`config.mk`:
```
export PLATFORM = sky130hd
export DESIGN_NAME = channel_enable_flat
export DESIGN_NICKNAME = d
export VERILOG_FILES = /design/src/rtl/channel_enable_if.sv /design/src/rtl/channel_enable.sv /design/src/flat_wrapper.sv
export SDC_FILE = /design/constraint.sdc
export NUM_CORES = 1
export LEC_CHECK = 0
export ABC_AREA = 1
export BUFFER_PORTS_ARGS = -buffer_cell sky130_fd_sc_hd__clkbuf_2
export CORE_ASPECT_RATIO = 1.75
export CORE_UTILIZATION = 44
export CTS_BUF_LIST = sky130_fd_sc_hd__clkbuf_4 sky130_fd_sc_hd__clkbuf_8 sky130_fd_sc_hd__clkbuf_16
export CTS_CLUSTER_DIAMETER = 50
export DETAILED_ROUTE_END_ITERATION = 10
export PLACE_DENSITY = 0.76
export SLEW_MARGIN = 20
export SYNTH_ARGS = -nofsm -noshare
export SYNTH_HDL_FRONTEND = slang
export SYNTH_SLANG_ARGS = --single-unit
```
`constraint.sdc`:
```
create_clock -name clk -period 2.6 [get_ports clk]
set_clock_uncertainty 0.1 [all_clocks]
set_input_delay 0.52 -clock clk [delete_from_list [all_inputs] [get_ports clk]]
set_output_delay 0.52 -clock clk [all_outputs]
set_load 0.05 [all_outputs]
```
`src/rtl/channel_enable_if.sv`:
```
// Signal bundle for the ALT channel-enable stage: controller handshake plus the shared RAM port.
// The master side is the controller together with the RAM; the slave side is the enable stage.
`ifndef ADDRESS_BITS
`define ADDRESS_BITS 8
`endif
`ifndef DATA_BITS
`define DATA_BITS 16
`endif

interface channel_enable_if #(
    parameter int addrBits = `ADDRESS_BITS,
    parameter int dataBits = `DATA_BITS
);
    logic                enabled;
    logic                finished;
    logic [addrBits-1:0] channel;
    logic [addrBits-1:0] rxPid;
    logic                rxHadMessageInAlt;
    logic                rxHasMessageInAlt;
    logic                senderWaiting;
    logic [addrBits-1:0] address;
    logic                readWriteMode;
    logic [dataBits-1:0] dataIn;
    logic [dataBits-1:0] dataOut;

    modport master (
        output enabled, channel, rxPid, rxHadMessageInAlt, dataOut,
        input  finished, rxHasMessageInAlt, senderWaiting, address, readWriteMode, dataIn
    );

    modport slave (
        input  enabled, channel, rxPid, rxHadMessageInAlt, dataOut,
        output finished, rxHasMessageInAlt, senderWaiting, address, readWriteMode, dataIn
    );
endinterface

```
`src/rtl/channel_enable.sv`:
```
// ALT enable stage: atomically inspects one channel word, registers the receiver as an ALT
// waiter when the channel is empty, or reports a ready guard when a sender is parked.
`ifndef ADDRESS_BITS
`define ADDRESS_BITS 8
`endif
`ifndef DATA_BITS
`define DATA_BITS 16
`endif

module channel_enable #(
    parameter int addrBits = `ADDRESS_BITS,
    parameter int dataBits = `DATA_BITS
) (
    input logic             clk,
    input logic             reset,
    channel_enable_if.slave bus
);
    typedef enum logic [2:0] {IDLE, READ_REQ, READ_WAIT, WRITE, DONE} state_t;

    state_t              state;
    state_t              state_nxt;
    logic [addrBits-1:0] chan_q;
    logic [addrBits-1:0] pid_q;
    logic                had_q;
    logic                has_q;
    logic                sender_q;
    logic                has_nxt;
    logic                sender_nxt;
    logic                latch;
    logic [dataBits-1:0] pid_word;

    // A registered PID is the zero-extended receiver PID; any upper bits make it a sender.
    assign pid_word = dataBits'(pid_q);

    always_ff @(posedge clk or negedge reset) begin
        if (!reset) begin
            state <= IDLE;
        end else begin
            state <= state_nxt;
        end
    end

    always_comb begin
        state_nxt          = state;
        has_nxt            = has_q;
        sender_nxt         = sender_q;
        latch              = 1'b0;
        bus.finished       = 1'b0;
        bus.address        = '0;
        bus.readWriteMode  = 1'b0;
        bus.dataIn         = '0;
        unique case (state)
            IDLE: begin
                if (bus.enabled) begin
                    latch      = 1'b1;
                    sender_nxt = 1'b0;
                    state_nxt  = READ_REQ;
                end
            end
            READ_REQ: begin
                bus.address = chan_q;
                state_nxt   = READ_WAIT;
            end
            READ_WAIT: begin
                if (bus.dataOut == '0) begin
                    state_nxt = WRITE;
                end else if (bus.dataOut == pid_word) begin
                    has_nxt   = had_q;
                    state_nxt = DONE;
                end else begin
                    has_nxt    = 1'b1;
                    sender_nxt = 1'b1;
                    state_nxt  = DONE;
                end
            end
            WRITE: begin
                // The write commits at the edge leaving this state, so an async reset here aborts it.
                bus.address       = chan_q;
                bus.readWriteMode = 1'b1;
                bus.dataIn        = pid_word;
                has_nxt           = had_q;
                state_nxt         = DONE;
            end
            DONE: begin
                bus.finished = 1'b1;
                if (!bus.enabled) begin
                    state_nxt = IDLE;
                end
            end
            default: state_nxt = IDLE;
        endcase
    end

    always_ff @(posedge clk or negedge reset) begin
        if (!reset) begin
            has_q    <= 1'b0;
            sender_q <= 1'b0;
        end else begin
            has_q    <= has_nxt;
            sender_q <= sender_nxt;
        end
    end

    // Operands are captured once in IDLE; outputs only expose them outside IDLE.
    always_ff @(posedge clk) begin
        if (latch) begin
            chan_q <= bus.channel;
            pid_q  <= bus.rxPid;
            had_q  <= bus.rxHadMessageInAlt;
        end
    end

    assign bus.rxHasMessageInAlt = has_q;
    assign bus.senderWaiting     = sender_q;
endmodule

```
`src/flat_wrapper.sv`:
```
// flat-port wrapper written by rule: the top's interface ports become plain ports
module channel_enable_flat 
#(
    parameter int addrBits = `ADDRESS_BITS,
    parameter int dataBits = `DATA_BITS
)
  (clk, reset, bus_enabled, bus_channel, bus_rxPid, bus_rxHadMessageInAlt, bus_dataOut, bus_finished, bus_rxHasMessageInAlt, bus_senderWaiting, bus_address, bus_readWriteMode, bus_dataIn);
  channel_enable_if #(.addrBits(addrBits), .dataBits(dataBits)) bus_i ();
  input logic clk;
  input logic reset;
  input wire logic [$bits(bus_i.enabled)-1:0] bus_enabled;
  input wire logic [$bits(bus_i.channel)-1:0] bus_channel;
  input wire logic [$bits(bus_i.rxPid)-1:0] bus_rxPid;
  input wire logic [$bits(bus_i.rxHadMessageInAlt)-1:0] bus_rxHadMessageInAlt;
  input wire logic [$bits(bus_i.dataOut)-1:0] bus_dataOut;
  output wire logic [$bits(bus_i.finished)-1:0] bus_finished;
  output wire logic [$bits(bus_i.rxHasMessageInAlt)-1:0] bus_rxHasMessageInAlt;
  output wire logic [$bits(bus_i.senderWaiting)-1:0] bus_senderWaiting;
  output wire logic [$bits(bus_i.address)-1:0] bus_address;
  output wire logic [$bits(bus_i.readWriteMode)-1:0] bus_readWriteMode;
  output wire logic [$bits(bus_i.dataIn)-1:0] bus_dataIn;
  assign bus_i.enabled = bus_enabled;
  assign bus_i.channel = bus_channel;
  assign bus_i.rxPid = bus_rxPid;
  assign bus_i.rxHadMessageInAlt = bus_rxHadMessageInAlt;
  assign bus_i.dataOut = bus_dataOut;
  assign bus_finished = bus_i.finished;
  assign bus_rxHasMessageInAlt = bus_i.rxHasMessageInAlt;
  assign bus_senderWaiting = bus_i.senderWaiting;
  assign bus_address = bus_i.address;
  assign bus_readWriteMode = bus_i.readWriteMode;
  assign bus_dataIn = bus_i.dataIn;
  channel_enable #(.addrBits(addrBits), .dataBits(dataBits)) u_core (.clk(clk), .reset(reset), .bus(bus_i));
endmodule
```
* Word level (Yosys, flattened, before mapping)
Cells that the tools add are included. W data, S select, Z words.
Word-level totals: register bits after elaboration 22, latch bits 0, RAM bits 0, ROM bits 0, input bits 36, output and inout port bits 28, memories kept 0
Cells by class: add/subtract/negate cells 0, multipliers 0, div/mod/pow operators 0, magnitude comparators 0, equality and inequality tests 9, shift operators 0, mux-type cells 17, bitwise logic cells 0, reductions and logical operators 8
Operator list (count):
- $eq A16 B8 Y1 | 1
- $logic_not A16 Y1 | 1
- $mux W8 | 2
- $pmux W3 S5 | 1
- $mux W1 | 9
- $mux W3 | 3
- $ne A2 B2 Y1 const B | 4
- $eq A3 B2 Y1 const B | 2
- $pmux W1 S2 | 2
- $reduce_and A2 Y1 | 2
- $reduce_and A4 Y1 | 1
- $reduce_bool A2 Y1 | 2
- $eq A3 B1 Y1 const B | 1
- $eq A3 B3 Y1 const B | 1
- $logic_not A3 Y1 | 1
- $reduce_or A2 Y1 | 1

* Logic depth before layout (Yosys ltp)
Gate-level depths: netlist of the first run.
word-level depth 4, gate-level depth with buffers 8, depth with buffers taken out 8

* Least setup slack after synthesis of the first run
OpenSTA, ideal clock, no wires.
kind reg-to-output, from register u_core.state[2], to output port bus_dataIn[0], arrival 1.406 ns, required time 1.980 ns, setup slack 0.574 ns, cell stages (with the launch flop) 5, path buffers 1, path through dfrtp_1 -> nor2_2 -> nand2_1 -> buf_6 -> nor2_1
On the way: cells in the longest elaborated chain, start to end 2
RTL lines:
- from (decl) | RTL line channel_enable.sv:20 | state_t state;
- from (signal assigned) | RTL line channel_enable.sv:39 | state <= state_nxt;
- $eq A3 B2 Y1 | RTL line channel_enable.sv:52 | unique case (state)
- $mux W8 | RTL line channel_enable.sv:52
- to (decl) | RTL line flat_wrapper.sv:21 | output wire logic [$bits(bus_i.dataIn)-1:0] bus_dataIn;
Every way passes these cells.

* Final worst setup path of the first run
from register u_core.state[0], to output port bus_dataIn[7]
Same word-level chain as after synthesis.

==> out/qor.txt, run 1 <==
clock root buffer: clkbuf_8
worst reg2reg path depth: 6
GR peak layer: met2
final hold violation count: 0
Die Area: 2870 sq um
largest net degree at the start of global routing: 19
Layout area overhead: 30.1%
synthesized flop and latch total: 22
Synth Warn #: 0
Worst Path Arrival: 1.59 ns
total power: 0.00145 W
CTS tree: yes
Max VDD drop: 0.839 mV
RSZ-0062 raised after global routing: false
WHS Endpoint: u_core.chan_q[6]
commonest non-fill, non-tap cells in the layout: clkbuf_2, nor2_1, nand2_1
Final Max Slew Viols: 0
row count: 24
initial core utilization: 0.469
Layout Cells excl Fill: 228
Post-CTS Setup Inserts: 0
n_diodes: 0
IO Pins: 64
Hold Path Depth: 1
status: finished, final reports clean
Reg2Reg Setup Slack: 1.15 ns
Syn Area/Cell: 8.17 sq um
GR Util met3: 0.0381
FF-to-FF End: u_core.bus.rxHasMessageInAlt
Final Cycle Share: 0.848
cell area after placement: 1440 sq um
Leakage: 0.867 nW
GRT Util Overall: 0.174
htree depth: 1
CP endpoint kind: primary output
Tightest Hold Check Type: input port to flop
DIE HEIGHT: 70.2 microns
commonest non-fill, non-tap cell in the layout: clkbuf_2
post-layout minimum cycle time: 2.21 ns
# fillers: 240
met1 Track Usage GR: 0.160
Vias/cell: 4.46
DRT Pass-1 Iters: 5
M2 GR Usage: 0.332
Inst Count DP: 223
Layout Nets: 239
TritonCTS Sinks: 22
vias in the first global route: 949
min-delay src: bus_channel[6]
PortBufs: 55
Inserted Clock Buffers: 3
Highest Clock Rate: 0.453 GHz
CP Launch Type: flop
Routed Antenna Nets: 0
GP Congestion: 0.649
Setup CP Type: flop to primary output
share of cells above drive strength 1: 0.317
Routed WL per cell: 9.83 microns
GRT overflow: 0
Cells after Synth: 143
count of unique library cells instantiated by Yosys: 20
Vias: 1,018
Setup violations, final: 0
post-route cell area: 1520 sq um
P per Cell Area: 954 nW/um^2
CP max FO: 12
sequential element share of the synthesized area: 0.544
Max-Cap Viols: 0
Routed WL: 2.24 mm
Clock transition at path regs: 0.08 ns
Sum Neg Setup Slack: 0 ns
initial antenna violation count: 0
clk buf depth: 2
post-DP HPWL: 1.90 mm
synthesized area: 1170 sq um
CP required: 1.98 ns
Skew-Pair Late Insertion Delay: 0.26 ns
Die W: 41.0 microns
core box area: 2490 sq um
1st-iter DRT viols: 21
first-pass GRT wire length: 3.53 mm
Reg-to-Reg Start: u_core.state[0]
DRC Markers: 0
-- cell usage after synthesis (all sizes together) --
| cell type | instances | area [sq um] |
|---|---|---|
| nor2 | 34 | 130 |
| nand2 | 33 | 126 |
| inv | 30 | 113 |
| edfxtp | 17 | 510 |
| buf | 9 | 71.3 |
| dfrtp | 5 | 125 |
| a21oi | 3 | 18.8 |
| nand3 | 3 | 15.0 |
| o21ai | 2 | 10.0 |
| a22oi | 1 | 7.51 |
| clkinv | 1 | 3.75 |
| conb | 1 | 3.75 |
| nor3 | 1 | 10.0 |
| o211ai | 1 | 7.51 |
| o21bai | 1 | 7.51 |
| xor2 | 1 | 8.76 |
-- registers in the layout (all words and copies together) (netlist names) --
name and cells:
u_core.bus.rxHasMessageInAlt 1, u_core.bus.senderWaiting 1, u_core.chan_q 8, u_core.had_q 1
u_core.pid_q 8, u_core.state 3
-- worst max-delay path by stage --
stage | start | to | slack (ns) | depth (start not counted)
2_1_floorplan | u_core.state[2] | bus_dataIn[0] | 0.57 | 4
3_3_place_gp | u_core.state[2] | bus_dataIn[5] | 0.74 | 4
3_5_place_dp | u_core.state[0] | bus_dataIn[7] | 0.67 | 5
4_1_cts | u_core.state[0] | bus_dataIn[7] | 0.39 | 5
5_1_grt | u_core.state[0] | bus_dataIn[0] | 0.24 | 5
6_report | u_core.state[0] | bus_dataIn[7] | 0.39 | 5
-- area by class of cell --
| cell class | count | area, sq um | area share |
|---|---|---|---|
| clock buffer | 3 | 41.3 | 0.0272 |
| clock inverter | 1 | 30.0 | 0.0198 |
| inverter | 31 | 116 | 0.0765 |
| multi-input combinational | 88 | 372 | 0.244 |
| sequential | 22 | 636 | 0.418 |
| tap | 26 | 32.5 | 0.0214 |
| timing repair buffer | 57 | 293 | 0.193 |
-- metal layers --
layer	vias to the layer above	routed length, microns
li1	530	-
met1	447	748
met2	41	1340
met3	0	157
met4	0	0
met5	-	0
-- metrics by stage --
step | hold WS, ns | util | setup slack (ns)
after floorplan | 0.124 | - | 0.574
after global placement | 0.245 | 0.577 | 0.740
after detailed placement | 0.249 | 0.577 | 0.665
after CTS | 0.328 | 0.610 | 0.388
after global routing | 0.321 | 0.610 | 0.239
final | 0.333 | 0.610 | 0.394
-- power breakdown --
group / switching (W) / total (W) / internal, W
Combinational: 0.000459 / 0.000601 / 0.000142
Sequential: 0.0000475 / 0.000538 / 0.000491
Clock: 0.000105 / 0.000311 / 0.000205
Total: 0.000612 / 0.00145 / 0.000838
-- worst max-delay path, stage by stage, from the launching register on --
cell and delay [ns]:
dfrtp_1 0.39, inv_1 0.08, nor2_2 0.10, nand2_1 0.27
nor2_1 0.18, clkbuf_2 0.30
-- what timing repair did --
action                                 4_1_cts  5_1_grt
hold buffers                                 1        0
endpoints found under the hold margin        5        0
gates resized for setup                      0        0
-- cell families (layout without fill, tap and decap cells) --
logic type,Yosys count,after routing,share of synthesized area
buffers and inverters,40,92,0.161
xor gates and xnor gates,1,1,0.00750
other,1,8,0.00321
and+or+nand+nor,71,71,0.241
AOI/OAI and AO/OA,8,8,0.0439
DFF,22,22,0.544
(Power assumes the default switching activity.)
==> run 2, diff against run 1 <==
clock period = 2.2 ns   (was 2.6 ns; I/O delays follow)
==> out/qor.txt, run 2 (same netlist as run 1, synthesis figures left out) <==
status: finished, final reports clean
DIE HEIGHT: 70.2 microns (unchanged)
Routed WL per cell: 9.73 microns (-1.1%)
first-pass GRT wire length: 3.57 mm (+1.2%)
Highest Clock Rate: 0.483 GHz
Setup violations, final: 0 (unchanged)
clock root buffer: clkbuf_8
GR Util met3: 0.0444 (+0.00635)
post-layout minimum cycle time: 2.07 ns
Max VDD drop: 1.05 mV (+25%)
largest registers: u_core.chan_q (8), u_core.pid_q (8), u_core.state (3)
FF-to-FF End: u_core.chan_q[3]
GP Congestion: 0.649 (about the same)
commonest non-fill, non-tap cells in the layout: clkbuf_2, nor2_1, nand2_1
Layout Nets: 239 (unchanged)
Die W: 41.0 microns (unchanged)
PortBufs: 55 (unchanged)
Final Max Slew Viols: 0 (unchanged)
Worst Hold Slack: 0.249 ns (-0.0835 ns)
clk buf depth: 2 (unchanged)
TritonCTS Sinks: 22 (unchanged)
cell area after placement: 1440 sq um (unchanged)
vias in the first global route: 974 (+2.6%)
initial antenna violation count: 0 (unchanged)
met1 Track Usage GR: 0.156 (-0.00440)
RSZ-0062 raised after global routing: false
Worst Path Arrival: 1.53 ns (-0.06 ns)
CP endpoint kind: primary output
DRC Markers: 0 (unchanged)
Layout area overhead: 30.3%
total power: 0.00172 W (+18%)
IO Pins: 64 (unchanged)
Reg2Reg Setup Slack: 0.81 ns (-0.34 ns)
Routed WL: 2.22 mm (-1.1%)
M2 GR Usage: 0.326 (-0.00521)
htree depth: 1 (unchanged)
Inst Count DP: 223 (unchanged)
Setup CP Type: flop to primary output
Die Area: 2870 sq um (unchanged)
final hold violation count: 0 (unchanged)
WHS Endpoint: u_core.chan_q[1]
Hold Path Depth: 1 (unchanged)
Vias/cell: 4.47 (about the same)
CP max FO: 9 (-3)
Skew-Pair Late Insertion Delay: 0.26 ns (about the same)
slowest CP cell: dfrtp_1
worst reg2reg path depth: 4 (-2)
n_diodes: 0 (unchanged)
1st-iter DRT viols: 16 (-24%)
Vias: 1,019 (+0.098%)
Post-CTS Setup Inserts: 0 (unchanged)
share of cells above drive strength 1: 0.322 (+0.00495)
Leakage: 0.869 nW (+0.17%)
Clock transition at path regs: 0.08 ns (about the same)
CP required: 1.66 ns (-0.32 ns)
Layout Cells excl Fill: 228 (unchanged)
min-delay src: bus_channel[1]
DRT Pass-1 Iters: 4 (-1)
GRT overflow: 0 (unchanged)
CP Launch Type: flop
Max-Cap Viols: 0 (unchanged)
Final Cycle Share: 0.941
P per Cell Area: 1130 nW/um^2 (+18%)
row count: 24 (unchanged)
Reg-to-Reg Start: u_core.state[2]
post-route cell area: 1520 sq um (+0.16%)
largest net degree at the start of global routing: 19 (unchanged)
Tightest Hold Check Type: input port to flop
post-DP HPWL: 1.88 mm (-0.92%)
core box area: 2490 sq um (unchanged)
commonest non-fill, non-tap cell in the layout: clkbuf_2
Routed Antenna Nets: 0 (unchanged)
GR peak layer: met2
Inserted Clock Buffers: 3 (unchanged)
CP cell instances: inv_1, nor2_2, clkinv_1, nor2_1, clkbuf_2
Sum Neg Setup Slack: 0 ns (unchanged)
initial core utilization: 0.469 (unchanged)
CTS tree: yes
Crit path largest cell delay: 0.40 ns (about the same)
GRT Util Overall: 0.178 (+0.00423)
==> run 2: worst max-delay path by stage <==
| stage | start | to | slack [ns] |
|---|---|---|---|
| after detailed placement | u_core.state[0] | bus_dataIn[7] | 0.36 |
| after floorplan | u_core.state[2] | bus_dataIn[0] | 0.25 |
| final | u_core.state[0] | bus_address[4] | 0.13 |
| after CTS | u_core.state[0] | bus_dataIn[7] | 0.06 |
| after global routing | u_core.state[0] | bus_address[1] | 0.001 |
| after global placement | u_core.state[2] | bus_dataIn[5] | 0.42 |
==> run 2: power breakdown <==
part / internal [W] / switching [W] / total [W]
clock network: 0.000243 / 0.000124 / 0.000367
registers: 0.000580 / 0.0000562 / 0.000636
logic: 0.000169 / 0.000545 / 0.000714
total: 0.000992 / 0.000726 / 0.00172
==> run 2: repair_timing <==
item,CTS,global route
hold buffers,1,0
endpoints found under the setup margin,0,9
gates resized for setup,0,2
hold endpoints to repair,5,0
==> run 2: stage by stage <==
step | utilization | setup WS (ns)
2_1_floorplan | - | 0.254
3_3_place_gp | 0.577 | 0.420
3_5_place_dp | 0.577 | 0.360
4_1_cts | 0.610 | 0.0634
5_1_grt | 0.611 | 0.00142
6_report | 0.611 | 0.130
==> run 2: per-layer routing <==
layer,up-vias,wire length (microns)
li1,532,-
met1,440,715
met2,43,1270
met3,4,177
met4,0,51
met5,-,0
==> run 2: final cells by class <==
cell class                 count  area (sq um)
timing repair buffer          57           293
clock buffer                   3          41.3
sequential                    22           636
fill                         244           970
multi-input combinational     88           374
tap                           26          32.5
clock inverter                 1          30.0
inverter                      31           116
==> run 2: critical path, delay by kind of cell (launching register included) <==
family / cells / cell delay (ns)
buffers and inverters: 3 / 0.61
DFF: 1 / 0.40
and+or+nand+nor: 2 / 0.28
==> run 3, diff against run 2 <==
PLACE_DENSITY = 0.84   (was 0.76)
==> out/qor.txt, run 3 (same netlist as run 1, synthesis figures left out) <==
DRC Markers: 0 (unchanged)
Max-Cap Viols: 0 (unchanged)
Routed WL: 2.20 mm (-0.86%)
Sum Neg Setup Slack: 0 ns (unchanged)
slowest CP cell: dfrtp_1
DIE HEIGHT: 70.2 microns (unchanged)
Highest Clock Rate: 0.491 GHz (+1.7%)
RSZ-0062 raised after global routing: false
CP required: 1.66 ns (about the same)
Vias/cell: 4.52 (+1.2%)
first-pass GRT wire length: 3.45 mm (-3.3%)
clock root buffer: clkbuf_8
Final Util: 0.605 (-0.00602)
Vias: 1,036 (+1.7%)
GRT Util Overall: 0.167 (-0.0109)
total power: 0.00162 W (-5.5%)
n_diodes: 0 (unchanged)
PortBufs: 55 (unchanged)
post-layout minimum cycle time: 2.04 ns (-0.0340 ns)
Inserted Clock Buffers: 3 (unchanged)
Final Cycle Share: 0.926 (-0.0155)
Post-CTS Setup Inserts: 0 (unchanged)
Tightest Hold Check Type: input port to flop
CP delay by family, top: buffers and inverters
htree depth: 1 (unchanged)
initial antenna violation count: 0 (unchanged)
Setup CP Type: flop to primary output
Layout area overhead: 29.0%
Crit path largest cell delay: 0.43 ns (+0.03 ns)
clk buf depth: 2 (unchanged)
GP Congestion: 0.830 (+28%)
initial core utilization: 0.469 (unchanged)
GRT overflow: 0 (unchanged)
share of cells above drive strength 1: 0.325 (+0.00334)
1st-iter DRT viols: 20 (+4)
IO Pins: 64 (unchanged)
Max VDD drop: 0.955 mV (-8.7%)
CP Launch Type: flop
commonest non-fill, non-tap cell in the layout: clkbuf_2
Setup violations, final: 0 (unchanged)
CTS tree: yes
Die W: 41.0 microns (unchanged)
Leakage: 0.864 nW (-0.58%)
Worst Path Arrival: 1.50 ns (-0.03 ns)
vias in the first global route: 966 (-0.82%)
# fillers: 251 (+2.9%)
P per Cell Area: 1080 nW/um^2 (-4.6%)
post-DP HPWL: 1.84 mm (-1.9%)
largest registers: u_core.chan_q (8), u_core.pid_q (8), u_core.state (3)
Final Max Slew Viols: 0 (unchanged)
commonest non-fill, non-tap cells in the layout: clkbuf_2, nor2_1, nand2_1
final hold violation count: 0 (unchanged)
Layout Nets: 240 (+0.42%)
core box area: 2490 sq um (unchanged)
Routed Antenna Nets: 0 (unchanged)
TritonCTS Sinks: 22 (unchanged)
row count: 24 (unchanged)
WP buf/inv: 2 (-1)
CP cell instances: nor2_2, clkinv_1, nor2_1, clkbuf_2
status: finished, final reports clean
DRT Pass-1 Iters: 4 (unchanged)
Clock transition at path regs: 0.07 ns (about the same)
CP endpoint kind: primary output
Die Area: 2870 sq um (unchanged)
Skew-Pair Late Insertion Delay: 0.25 ns (about the same)
Routed WL per cell: 9.60 microns (-1.3%)
largest net degree at the start of global routing: 14 (-5)
CP max FO: 9 (unchanged)
run 3: worst reg2reg max path: cells and delay by family, from the launching register on:
kind                   cells  cell delay (ns)
DFF                        1             0.43
and+or+nand+nor            3             0.34
buffers and inverters      1             0.22
run 3: layout make-up:
| cell class | count | area, sq um | area share |
|---|---|---|---|
| sequential | 22 | 636 | 0.422 |
| clock buffer | 4 | 48.8 | 0.0324 |
| timing repair buffer | 58 | 300 | 0.199 |
| multi-input combinational | 88 | 374 | 0.248 |
| tap | 26 | 32.5 | 0.0216 |
| inverter | 31 | 116 | 0.0772 |
run 3: final timing paths:
check                           slack, ns                     start                            to  cells past startpoint
worst max-delay path                 0.16           u_core.state[2]                bus_address[3]                      4
worst min-delay path                 0.26              bus_rxPid[3]               u_core.pid_q[3]                      1
worst max register to register       0.81           u_core.state[2]              u_core.chan_q[5]                      4
worst min register to register       0.42  u_core.bus.senderWaiting      u_core.bus.senderWaiting                      2
max in group asynchronous            1.42                     reset  u_core.bus.rxHasMessageInAlt                      2
min in group asynchronous            0.44                     reset               u_core.state[2]                      2
run 3: per-stage QoR:
step	setup WS (ns)	cell area [sq um]	hold slack, ns	cells
floorplan	0.254	1190	0.0444	150
global placement	0.413	1450	0.167	224
detailed placement	0.348	1450	0.170	224
CTS	0.0635	1510	0.253	229
global route	0.0558	1510	0.248	229
finish	0.164	1510	0.256	229
run 3: repair_timing:
| item | in CTS | in global routing |
|---|---|---|
| setup endpoints to repair | 0 | 9 |
| hold buffers | 1 | 0 |
| gates resized for setup | 0 | 1 |
| hold endpoints to repair | 5 | 0 |
run 3: layer usage:
metal | vias up | global-route usage | part of all wire
met4 | 0 | 0.0444 | 0.0082
met3 | 2 | 0.0286 | 0.066
li1 | 535 | - | -
met1 | 451 | 0.156 | 0.34
met2 | 48 | 0.321 | 0.59
met5 | - | 0 | 0
run 3: where the power goes:
group          internal [W]  switching (W)
registers          0.000580      0.0000535
clock network      0.000141       0.000117
logic              0.000177       0.000554
total              0.000898       0.000725
